==> config.mk <==
export PLATFORM = sky130hd
export DESIGN_NAME = uart_tx_arbiter
export DESIGN_NICKNAME = d
export VERILOG_FILES = /design/src/rtl/uart_tx_arbiter.sv
export SDC_FILE = /design/constraint.sdc
export NUM_CORES = 1
export LEC_CHECK = 0
export ABC_CLOCK_PERIOD_IN_PS = 2800
export BUFFER_PORTS_ARGS = -buffer_cell sky130_fd_sc_hd__buf_2
export CAP_MARGIN = 20
export CORE_MARGIN = 2
export CORE_UTILIZATION = 30
export DETAILED_ROUTE_END_ITERATION = 10
export GPL_TIMING_DRIVEN = 0
export SLEW_MARGIN = 10
export SYNTH_ARGS = -nofsm -noshare
export SYNTH_HDL_FRONTEND = slang
export SYNTH_SLANG_ARGS = --single-unit
==> constraint.sdc <==
create_clock -name SER_CLK -period 2.8 [get_ports SER_CLK]
set_input_delay 0 -clock SER_CLK [delete_from_list [all_inputs] [get_ports SER_CLK]]
set_output_delay 0 -clock SER_CLK [all_outputs]
set_load 0.05 [all_outputs]
==> src/rtl/uart_tx_arbiter.sv <==
// Round-robin arbiter with packet lock that shares one byte-wide UART transmitter.
// A locked owner that leaves REQ_VALID low for LOCK_TIMEOUT cycles loses the grant.
module uart_tx_arbiter #(
    parameter int NUM_REQ      = 4,
    parameter int LOCK_TIMEOUT = 12000
) (
    input  logic                   SER_CLK,
    input  logic                   RST,
    input  logic [NUM_REQ-1:0]     REQ_VALID,
    input  logic [8*NUM_REQ-1:0]   REQ_BYTE,
    input  logic [NUM_REQ-1:0]     REQ_LAST,
    output logic [NUM_REQ-1:0]     REQ_READY,
    output logic [NUM_REQ-1:0]     GRANT,
    output logic                   TX_DV,
    output logic [7:0]             TX_BYTE,
    input  logic                   TX_DONE,
    output logic                   BUSY,
    output logic                   LOCK_TO
);

    localparam int IW = (NUM_REQ > 1) ? $clog2(NUM_REQ) : 1;

    localparam logic [1:0] ST_IDLE      = 2'd0;
    localparam logic [1:0] ST_LOAD      = 2'd1;
    localparam logic [1:0] ST_WAIT_DONE = 2'd2;
    localparam logic [1:0] ST_LOCKED    = 2'd3;

    localparam logic [IW-1:0]      LAST_IDX = IW'(NUM_REQ - 1);
    localparam logic [31:0]        TO_LAST  = 32'(LOCK_TIMEOUT - 1);
    localparam logic [NUM_REQ-1:0] ONE_HOT0 = {{(NUM_REQ-1){1'b0}}, 1'b1};

    function automatic logic [IW-1:0] wrap_inc(input logic [IW-1:0] idx);
        if (idx == LAST_IDX) begin
            return {IW{1'b0}};
        end else begin
            return idx + IW'(1);
        end
    endfunction

    // Returns {found, index}: first valid requester at or after ptr, wrapping.
    function automatic logic [IW:0] rr_pick(input logic [NUM_REQ-1:0] valid,
                                            input logic [IW-1:0]      ptr);
        logic [IW:0]   pick;
        logic [IW-1:0] idx;
        pick = {(IW+1){1'b0}};
        idx  = ptr;
        for (int i = 0; i < NUM_REQ; i++) begin
            if (!pick[IW] && valid[idx]) begin
                pick = {1'b1, idx};
            end else begin
                pick = pick;
            end
            idx = wrap_inc(idx);
        end
        return pick;
    endfunction

    logic [1:0]         state_r,    state_nx_s;
    logic [NUM_REQ-1:0] grant_r,    grant_nx_s;
    logic [IW-1:0]      owner_r,    owner_nx_s;
    logic [IW-1:0]      ptr_r,      ptr_nx_s;
    logic [31:0]        lock_cnt_r, lock_cnt_nx_s;
    logic [7:0]         tx_byte_r,  tx_byte_nx_s;
    logic               last_r,     last_nx_s;
    logic               tx_dv_r,    tx_dv_nx_s;
    logic [NUM_REQ-1:0] ready_r,    ready_nx_s;
    logic               busy_r,     busy_nx_s;
    logic               lock_to_r,  lock_to_nx_s;

    logic [IW:0]        pick_s;
    logic               pick_vld_s;
    logic [IW-1:0]      pick_idx_s;

    assign pick_s     = rr_pick(REQ_VALID, ptr_r);
    assign pick_vld_s = pick_s[IW];
    assign pick_idx_s = pick_s[IW-1:0];

    // Next-state and next-output decode; all outputs are registered from these values.
    always_comb begin
        state_nx_s    = state_r;
        grant_nx_s    = grant_r;
        owner_nx_s    = owner_r;
        ptr_nx_s      = ptr_r;
        lock_cnt_nx_s = lock_cnt_r;
        tx_byte_nx_s  = tx_byte_r;
        last_nx_s     = last_r;
        tx_dv_nx_s    = 1'b0;
        ready_nx_s    = {NUM_REQ{1'b0}};
        lock_to_nx_s  = 1'b0;
        case (state_r)
            ST_IDLE: begin
                if (pick_vld_s) begin
                    state_nx_s   = ST_LOAD;
                    owner_nx_s   = pick_idx_s;
                    grant_nx_s   = ONE_HOT0 << pick_idx_s;
                    ready_nx_s   = ONE_HOT0 << pick_idx_s;
                    tx_dv_nx_s   = 1'b1;
                    tx_byte_nx_s = REQ_BYTE[{pick_idx_s, 3'b000} +: 8];
                    last_nx_s    = REQ_LAST[pick_idx_s];
                end else begin
                    grant_nx_s   = {NUM_REQ{1'b0}};
                end
            end
            ST_LOAD: begin
                state_nx_s = ST_WAIT_DONE;
            end
            ST_WAIT_DONE: begin
                if (TX_DONE) begin
                    if (last_r) begin
                        state_nx_s = ST_IDLE;
                        grant_nx_s = {NUM_REQ{1'b0}};
                        ptr_nx_s   = wrap_inc(owner_r);
                    end else begin
                        state_nx_s    = ST_LOCKED;
                        lock_cnt_nx_s = 32'd0;
                    end
                end else begin
                    state_nx_s = ST_WAIT_DONE;
                end
            end
            ST_LOCKED: begin
                // Other requesters are not scanned here; only the owner can continue.
                if (REQ_VALID[owner_r]) begin
                    state_nx_s   = ST_LOAD;
                    ready_nx_s   = grant_r;
                    tx_dv_nx_s   = 1'b1;
                    tx_byte_nx_s = REQ_BYTE[{owner_r, 3'b000} +: 8];
                    last_nx_s    = REQ_LAST[owner_r];
                end else if (lock_cnt_r == TO_LAST) begin
                    state_nx_s    = ST_IDLE;
                    grant_nx_s    = {NUM_REQ{1'b0}};
                    ptr_nx_s      = wrap_inc(owner_r);
                    lock_to_nx_s  = 1'b1;
                    lock_cnt_nx_s = 32'd0;
                end else begin
                    lock_cnt_nx_s = lock_cnt_r + 32'd1;
                end
            end
            default: begin
                state_nx_s = ST_IDLE;
                grant_nx_s = {NUM_REQ{1'b0}};
            end
        endcase
        busy_nx_s = (state_nx_s != ST_IDLE);
    end

    // State and output registers with synchronous reset.
    always_ff @(posedge SER_CLK) begin
        if (RST) begin
            state_r    <= ST_IDLE;
            grant_r    <= {NUM_REQ{1'b0}};
            owner_r    <= {IW{1'b0}};
            ptr_r      <= {IW{1'b0}};
            lock_cnt_r <= 32'd0;
            tx_byte_r  <= 8'd0;
            last_r     <= 1'b0;
            tx_dv_r    <= 1'b0;
            ready_r    <= {NUM_REQ{1'b0}};
            busy_r     <= 1'b0;
            lock_to_r  <= 1'b0;
        end else begin
            state_r    <= state_nx_s;
            grant_r    <= grant_nx_s;
            owner_r    <= owner_nx_s;
            ptr_r      <= ptr_nx_s;
            lock_cnt_r <= lock_cnt_nx_s;
            tx_byte_r  <= tx_byte_nx_s;
            last_r     <= last_nx_s;
            tx_dv_r    <= tx_dv_nx_s;
            ready_r    <= ready_nx_s;
            busy_r     <= busy_nx_s;
            lock_to_r  <= lock_to_nx_s;
        end
    end

    assign REQ_READY = ready_r;
    assign GRANT     = grant_r;
    assign TX_DV     = tx_dv_r;
    assign TX_BYTE   = tx_byte_r;
    assign BUSY      = busy_r;
    assign LOCK_TO   = lock_to_r;

endmodule

==> run metrics, run 1 <==
status=complete, no violations; cell area after synthesis=approximately 3200 sq um; gpl congestion=0.854; initial antenna violation count=0; clk root buf=clkbuf_8; H-tree lvl count=3; post-synth net total=slightly above 400; EDFF count, synth=0; RR Startpoint=ptr_r[1]; final wirelength=about 8500 microns; final-report max-slew violation count=0; Worst setup startpoint=ptr_r[1]; io pins=62; most numerous cell in the Yosys netlist=dfxtp_1; Max Cap Violations=0; Num CTS Buffers=9; Pint=1.97 mW; Power Dens Cells=790 nW/um^2; NetSw=1.40 mW; Hold Startpoint=RST; Yosys top cell by area=dfxtp_1; period utilization=94.9%; fillcell total=1040; Final Critical Period=2660 ps; HPWL after detailed placement=5690 microns; crit path launch type=register; sw frac=41.6%; Slew headroom=roughly 62%; Most Crowded Layer GR=met2; Worst EP arrival=2890 ps; Synth Register Bits=58; Leak Pwr=1.69 nW; met1 Use GR=18.6%; Hold Crit Class=in2reg; skew final=11.9 ps; die area=11500 sq um; post-synthesis area per instance=8.81 sq um; Clock transition at path regs=70 ps; drt wl/cell=about 14 microns; I/O Buffers=60; Most used DFF post-synth=dfxtp_1; RSZ-0062 raised after global routing=false; CTS tree=done; via-per-instance ratio=5.13; most frequent cells after synthesis=dfxtp_1 (58), nor2_1 (48), nand2_1 (29), xor2_1 (20), mux2i_1 (19); maximum clock insertion buffer count=2; combinational share of power=44.9%; ratio of cells with drive above 1 in the final layout=22.7%; pin count of the biggest net entering global routing=11; Flop pwr share=31.4%; final hold slack=38.4 ps; Data required, critical path=between 3000 and 4000 ps; clock tree sinks=a little under 60; Die X=107 microns; die height=107 microns; reg-to-reg slack, setup=~140 ps; Synthesis Warnings=0; first-pass GRT wire length=13900 microns; clock latency at the later pin of the worst-skew pair=~340 ps; worst-path maximum fanout=10; met3 Use GR=4.06%; Total Nets Final=522; Peak VDD IR=429 uV; ANT cells=0; Area Growth Syn to Fin=33.1%; Mapped Cells=364; number of global-route vias before repair=3070; Synth area leaders=dfxtp_1 (36%), mux2i_1 (5.9%), nor2_1 (5.6%); initial core utilization=30.9%; classification of the worst setup path=reg2reg; clock power share=23.7%; Post-synth ARST share=0%; FMAX=0.376 GHz; routed vias=3140; gr ovfl total=0; Crit. End Element=register; number of distinct library cells after synthesis=58; area fraction of the dominant cell type after synthesis=36.2%; Final Hold Vio Count=0; Site Rows=37; drt drc=0; GR Util met2=25.1%; sequential fraction of the synthesis area=approximately 36%; worst-margin pin slew=between 500 and 600 ps; GRT Overall Usage=15.1%; initial DRC count=126; Fin Setup TNS=0 ps; area of the core=10400 sq um; Routed Antenna Nets=0; DR pass1 iterations=4; setup violators final=0
## cell usage in the layout (no fill, tap or decap), drive strengths merged, types with 9 or more instances in the layout
master / count
a22oi: 14
xor2: 20
dfxtp: 58
a21oi: 9
o21ai: 14
nand2: 30
inv: 10
dlygate4sd3: 32
mux2i: 19
clkbuf: 20
nor2: 49
buf: 75
nand3: 16
## flip-flops by register name, summed over array words and instances, names as in the netlist
signal / flops
REQ_READY: 4
owner_r: 2
GRANT: 4
state_r: 2
BUSY: 1
ptr_r: 2
TX_DV: 1
TX_BYTE: 8
last_r: 1
lock_cnt_r: 32
LOCK_TO: 1
## path summary, 6_finish.rpt
| path | endpoint | cells after the start |
|---|---|---|
| max | last_r | 9 |
| min | last_r | 3 |
| max reg2reg | last_r | 9 |
| min reg2reg | last_r | 2 |
## routing by layer
| metal | vias up | part of all wire, % |
|---|---|---|
| met5 | - | 0 |
| met4 | 0 | 2.1 |
| met3 | 15 | 4.6 |
| met2 | 88 | 47 |
| met1 | 1476 | 46 |
| li1 | 1561 | - |
## cell type report
type / count / area (sq um) / share of cell area, %
flip-flops and latches: 58 / 1160 / 27.2
inverters: 10 / 37.5 / 0.879
clock buffers: 13 / 169 / 3.96
multi-input cells: 279 / 1950 / 45.8
repair buffers: 97 / 658 / 15.4
clock inverters: 2 / 35.0 / 0.821
plain buffers: 17 / 85.1 / 1.99
well taps: 136 / 170 / 3.99
## cells by family (layout without fill, tap and decap cells)
logic type	count (synthesis)	after routing	synth area share (%)
AO/OA/AOI/OAI	70	70	16.9
XOR/XNOR	27	27	7.37
adder cells (fa/ha/maj)	7	7	2.73
buffers and inverters	27	139	3.82
flip-flops	58	58	36.2
multiplexers	23	23	8.74
AND/OR/NAND/NOR	152	152	24.3
## critical path, stage by stage, from the launching register on
cell	delay, ps
dfxtp_1	340
ha_1	330
buf_2	220
o21ai_0	110
or3_1	360
a31oi_4	240
o32a_4	250
mux4_2	490
mux2i_1	150
o21ai_1	70
## repair_timing
action | 4_1_cts | 5_1_grt
hold buffers | 32 | 0
gates resized for setup | 0 | 5
buffers inserted | 0 | 5
endpoints found under the hold margin | 8 | 0
setup endpoints to repair | 0 | 10
## power by group through the flow
stage                     clock network, mW  logic, mW  registers, mW
after floorplan                           0      0.739           1.41
after global placement                    0       1.39           1.07
after detailed placement                  0       1.40           1.07
after CTS                             0.821       1.44           1.06
after global routing                  0.870       1.63           1.08
final                                 0.800       1.51           1.06
## stage by stage
step	instances	worst slack [ps]	utilization, %	instance area [sq um]	total power [mW]
after floorplan	364	408	-	3210	2.15
after global routing	612	37.5	41.2	4270	3.57
after detailed placement	560	50.4	35.5	3680	2.48
after global placement	560	104	35.5	3680	2.46
final	612	144	41.2	4270	3.37
after CTS	607	44.0	40.5	4200	3.32
Power figures use the tool's default switching activity.
==> inputs of run 2 (changes only) <==
RECOVER_POWER = 25   (was not set)
SLEW_MARGIN = 40   (was 10)
==> run 2 against run 1 <==
Global-route usage is the same. Critical path depth is the same. Register-to-register slack is essentially flat. Total power shrank 0.83%. Clock skew is essentially flat. Largest power group unchanged.
==> run metrics, run 2 (synthesis gave the netlist of run 1 again) <==
H-tree lvl count=3 (unchanged); die height=107 microns (unchanged); placed cell area=3680 sq um (unchanged); I/O Buffers=60 (unchanged); Hold Crit Class=in2reg; clock power share=23.9% (+0.2 points); Fin Setup TNS=0 ps (unchanged); Worst EP arrival=2880 ps (about the same); Routed Antenna Nets=0 (unchanged); met3 wire length=323 microns (-17%); clock latency at the later pin of the worst-skew pair=340 ps (about the same); Leak Pwr=1.62 nW (-4.5%); DR pass1 iterations=4 (unchanged); skew final=11.7 ps (-0.263 ps); Slew headroom=59.0% (-3.2 points); Data required, critical path=3030 ps (about the same); first-pass GRT wire length=13900 microns (unchanged); gpl congestion=0.854 (unchanged); Area Growth Syn to Fin=32.4%; GRT Overall Usage=15.1% (unchanged); Final Hold Vio Count=0 (unchanged); initial DRC count=113 (-10%); Crit. End Element=register; Largest Register=lock_cnt_r; initial core utilization=30.9% (unchanged); maximum clock insertion buffer count=2 (unchanged); classification of the worst setup path=reg2reg; drt drc=0 (unchanged); io pins=62 (unchanged); worst-path maximum fanout=10 (unchanged); RSZ-0062 raised after global routing=false; most frequent cells in the layout=dfxtp_1 (58), buf_2 (49), nor2_1 (48); ANT cells=0 (unchanged); setup violators final=0 (unchanged); Max Cap Violations=0 (unchanged); Flop pwr share=31.8% (+0.4 points); final wirelength=8440 microns (-0.42%); initial antenna violation count=0 (unchanged); drt wl/cell=13.8 microns (-0.42%); final worst setup slack=148 ps (+4.38 ps); NetSw=1.40 mW (about the same); FMAX=0.377 GHz (+0.17%); area of the core=10400 sq um (unchanged); routed wl met2=4040 microns (+0.82%); uppermost layer routed=met4; sw frac=42.0% (+0.37 points); Site Rows=37 (unchanged); register area=1160 sq um (unchanged); Peak VDD IR=421 uV (-1.8%); via-per-instance ratio=5.07 (-1.3%); crit path launch type=register; ratio of cells with drive above 1 in the final layout=18.7% (-4.0 points); design area=4250 sq um (-0.56%); number of global-route vias before repair=3070 (unchanged); Num CTS Buffers=9 (unchanged); max reg flops=32 (unchanged); Power Dens Cells=788 nW/um^2 (-0.28%); CTS tree=done; gr ovfl total=0 (unchanged); HPWL after detailed placement=5690 microns (unchanged); status=complete, no violations; clk root buf=clkbuf_8; die area=11500 sq um (unchanged); Clock transition at path regs=70 ps (about the same); most common cell after layout, fill and taps aside=dfxtp_1; period utilization=94.7% (-0.16 points); met1 WL=3930 microns (+0.77%); fillcell total=1047 (+0.67%); routed vias=3100 (-1.3%); Total Nets Final=522 (unchanged); Pint=1.94 mW (-1.5%); worst-margin pin slew=617 ps (+50.2 ps); combinational share of power=44.3% (-0.6 points); clock tree sinks=58 (unchanged); final-report max-slew violation count=0 (unchanged); Multi-input gate area=1950 sq um (unchanged); Final Critical Period=2650 ps (-4.38 ps); pin count of the biggest net entering global routing=11 (unchanged); Place WS=50.4 ps (unchanged); Die X=107 microns (unchanged)
==> run 2: power groups by stage <==
stage,registers [mW],logic [mW],clock network [mW]
finish,1.06,1.48,0.800
global route,1.08,1.60,0.870
CTS,1.06,1.44,0.821
detailed placement,1.07,1.40,0
global placement,1.07,1.39,0
floorplan,1.41,0.739,0
==> run 2: layout make-up <==
type,count,share of cell area (%)
multi-input cells,279,46.0
flip-flops and latches,58,27.4
repair buffers,97,14.9
well taps,136,4.01
clock buffers,13,3.98
plain buffers,17,2.00
inverters,10,0.884
clock inverters,2,0.825
==> run 2: worst max-delay path, cell delays in order, from the launching register on <==
cell     delay [ps]
dfxtp_1         340
ha_1            330
buf_2           220
o21ai_0         110
or3_1           360
a31oi_4         240
o32a_4          240
mux4_2          490
mux2i_1         150
o21ai_1          70
==> run 2: path summary, 6_finish.rpt <==
path                 start  depth (start not counted)      to  slack [ps]
setup / recovery  ptr_r[1]                          9  last_r         150
hold / removal         RST                          3  last_r          40
setup reg to reg  ptr_r[1]                          9  last_r         150
hold reg to reg     last_r                          2  last_r         480
==> run 2: metrics by stage <==
| step | total power [mW] | instances | util, % | hold WS (ps) |
|---|---|---|---|---|
| floorplan | 2.15 | 364 | - | 153 |
| global placement | 2.46 | 560 | 35.5 | 255 |
| detailed placement | 2.48 | 560 | 35.5 | 264 |
| CTS | 3.32 | 607 | 40.5 | 30.4 |
| global route | 3.55 | 612 | 40.9 | 39.0 |
| finish | 3.34 | 612 | 40.9 | 41.2 |
==> run 2: layer usage <==
layer / global-route usage [%] / up-vias
met2: 25.1 / 66
met1: 18.6 / 1464
met3: 4.06 / 12
met5: 0 / -
li1: - / 1558
met4: 5.95 / 0
==> run 2: timing repair <==
item,4_1_cts,5_1_grt
gates resized for setup,0,5
endpoints found under the setup margin,0,10
hold endpoints to repair,8,0
hold buffers,32,0
buffers inserted,0,5
==> inputs of run 3 (changes only) <==
PLACE_DENSITY = 0.59   (was not set)
==> run 3 against run 2 <==
First-iteration DRC count up 21%. Clock-buffer cell count up 1. Combinational power up 4%. Hold slack worse by 31 ps. Largest power group unchanged. Highest routed layer unchanged.
==> run metrics, run 3 (synthesis gave the netlist of run 1 again) <==
I/O Buffers=60 (unchanged); setup violators final=0 (unchanged); number of global-route vias before repair=3068 (-0.065%); slowest CP cell=mux4_2; ANT cells=0 (unchanged); area of the core=10400 sq um (unchanged); Max stage delay on crit path=490 ps (about the same); clock power share=23.2% (-0.7 points); gr ovfl total=0 (unchanged); via-per-instance ratio=5.00 (-1.2%); drt drc=0 (unchanged); Power Dens Cells=795 nW/um^2 (+0.91%); ratio of cells with drive above 1 in the final layout=19.5% (+0.76 points); skew final=7.23 ps (-4.46 ps); initial DRC count=137 (+21%); Slew headroom=59.4% (+0.33 points); FMAX=0.380 GHz (+0.73%); H-tree lvl count=3 (unchanged); initial antenna violation count=0 (unchanged); NetSw=1.43 mW (+1.6%); Routed Antenna Nets=0 (unchanged); Tot Pwr=3.39 mW (+1.2%); pin count of the biggest net entering global routing=11 (unchanged); met1 WL=3970 microns (+1.1%); most frequent cells in the layout=dfxtp_1 (58), buf_2 (48), nor2_1 (48); io pins=62 (unchanged); maximum clock insertion buffer count=2 (unchanged); Final Critical Period=2630 ps (-19.1 ps); Hold Crit Class=in2reg; Largest Register=lock_cnt_r; routed wl met2=4030 microns (-0.25%); Util after Layout=41.1% (+0.13 points); clk root buf=clkbuf_8; Clock transition at path regs=70 ps (about the same); initial core utilization=30.9% (unchanged); first-pass GRT wire length=14100 microns (+1.8%); period utilization=94.0% (-0.68 points); Max Cap Violations=0 (unchanged); clock tree sinks=58 (unchanged); uppermost layer routed=met4; Area Growth Syn to Fin=32.8%; GRT Overall Usage=15.2% (+0.099 points); met3 wire length=391 microns (+21%); CTS tree=done; worst-margin pin slew=612 ps (-5.00 ps); Peak VDD IR=398 uV (-5.5%); crit path launch type=register; die area=11500 sq um (unchanged); Crit. End Element=register; sw frac=42.1% (+0.16 points); worst-path maximum fanout=10 (unchanged); Total Nets Final=523 (+0.19%); final wirelength=8530 microns (+1.1%); DR pass1 iterations=4 (unchanged); classification of the worst setup path=reg2reg; Num CTS Buffers=9 (unchanged); Pint=1.96 mW (+0.95%); final-report max-slew violation count=0 (unchanged); Leak Pwr=1.62 nW (+0.26%); max reg flops=32 (unchanged); most common cell after layout, fill and taps aside=dfxtp_1; Die X=107 microns (unchanged); Data required, critical path=3030 ps (about the same); combinational share of power=45.4% (+1.1 points); die height=107 microns (unchanged); routed vias=3072 (-0.90%); Flop pwr share=31.4% (-0.4 points); drt wl/cell=13.9 microns (+0.81%); Final Hold Vio Count=0 (unchanged); clock latency at the later pin of the worst-skew pair=340 ps (about the same); CP Cell Sequence=ha_1, clkbuf_4, o21ai_0, or3_1, a31oi_4, o32a_4, mux4_2, mux2i_1, o21ai_1; gpl congestion=0.854 (about the same); Site Rows=37 (unchanged); Worst EP arrival=2860 ps (-20 ps); status=complete, no violations; HPWL after detailed placement=5710 microns (+0.27%)
-- run 3: critical path, delay by kind of cell, from the launching register on --
kind | cells | cell delay [ps]
compound gates | 4 | 640
mux | 2 | 640
buf+inv | 1 | 210
flops | 1 | 340
simple gates | 1 | 360
fa+ha+maj | 1 | 340
-- run 3: timing repair --
action | CTS | global route
endpoints found under the hold margin | 8 | 0
setup endpoints to repair | 0 | 11
setup buffers | 0 | 9
hold buffers | 29 | 0
resized for setup | 0 | 7
-- run 3: worst paths after layout --
| path | startpoint | endpoint | slack, ps | cells after the start |
|---|---|---|---|---|
| max | ptr_r[1] | last_r | 170 | 9 |
| min | REQ_BYTE[13] | TX_BYTE[5] | 10 | 3 |
| max reg2reg | ptr_r[1] | last_r | 170 | 9 |
| min reg2reg | last_r | last_r | 490 | 2 |
-- run 3: final cells by class --
cell class / instances / area, sq um
Inverter: 10 / 37.5
Fill cell: 1052 / 6110
Clock buffer: 14 / 163
Multi-Input combinational cell: 279 / 1960
Sequential cell: 58 / 1160
Tap cell: 136 / 170
Buffer: 17 / 87.6
Timing Repair Buffer: 98 / 647
Clock inverter: 2 / 35.0
-- run 3: per-stage QoR --
step	hold slack (ps)	setup slack, ps	instances	cell area (sq um)	TNS, ps
2_1_floorplan	153	408	364	3210	0
3_3_place_gp	254	53.8	560	3680	0
3_5_place_dp	266	41.6	560	3680	0
4_1_cts	4.52	26.8	605	4170	0
5_1_grt	42.6	-4.48	614	4260	-5.40
6_report	10.3	167	614	4260	0
-- run 3: layer usage --
metal / track usage, % / vias to the layer above
met3: 3.45 / 12
met5: 0 / -
li1: - / 1556
met1: 19.3 / 1437
met2: 24.6 / 67
met4: 6.87 / 0
-- run 3: power groups by stage --
| stage | combinational (mW) | sequential (mW) | clock [mW] |
|---|---|---|---|
| 3_5_place_dp | 1.41 | 1.07 | 0 |
| 2_1_floorplan | 0.739 | 1.41 | 0 |
| 3_3_place_gp | 1.39 | 1.07 | 0 |
| 5_1_grt | 1.67 | 1.08 | 0.842 |
| 4_1_cts | 1.44 | 1.06 | 0.807 |
| 6_report | 1.54 | 1.06 | 0.786 |
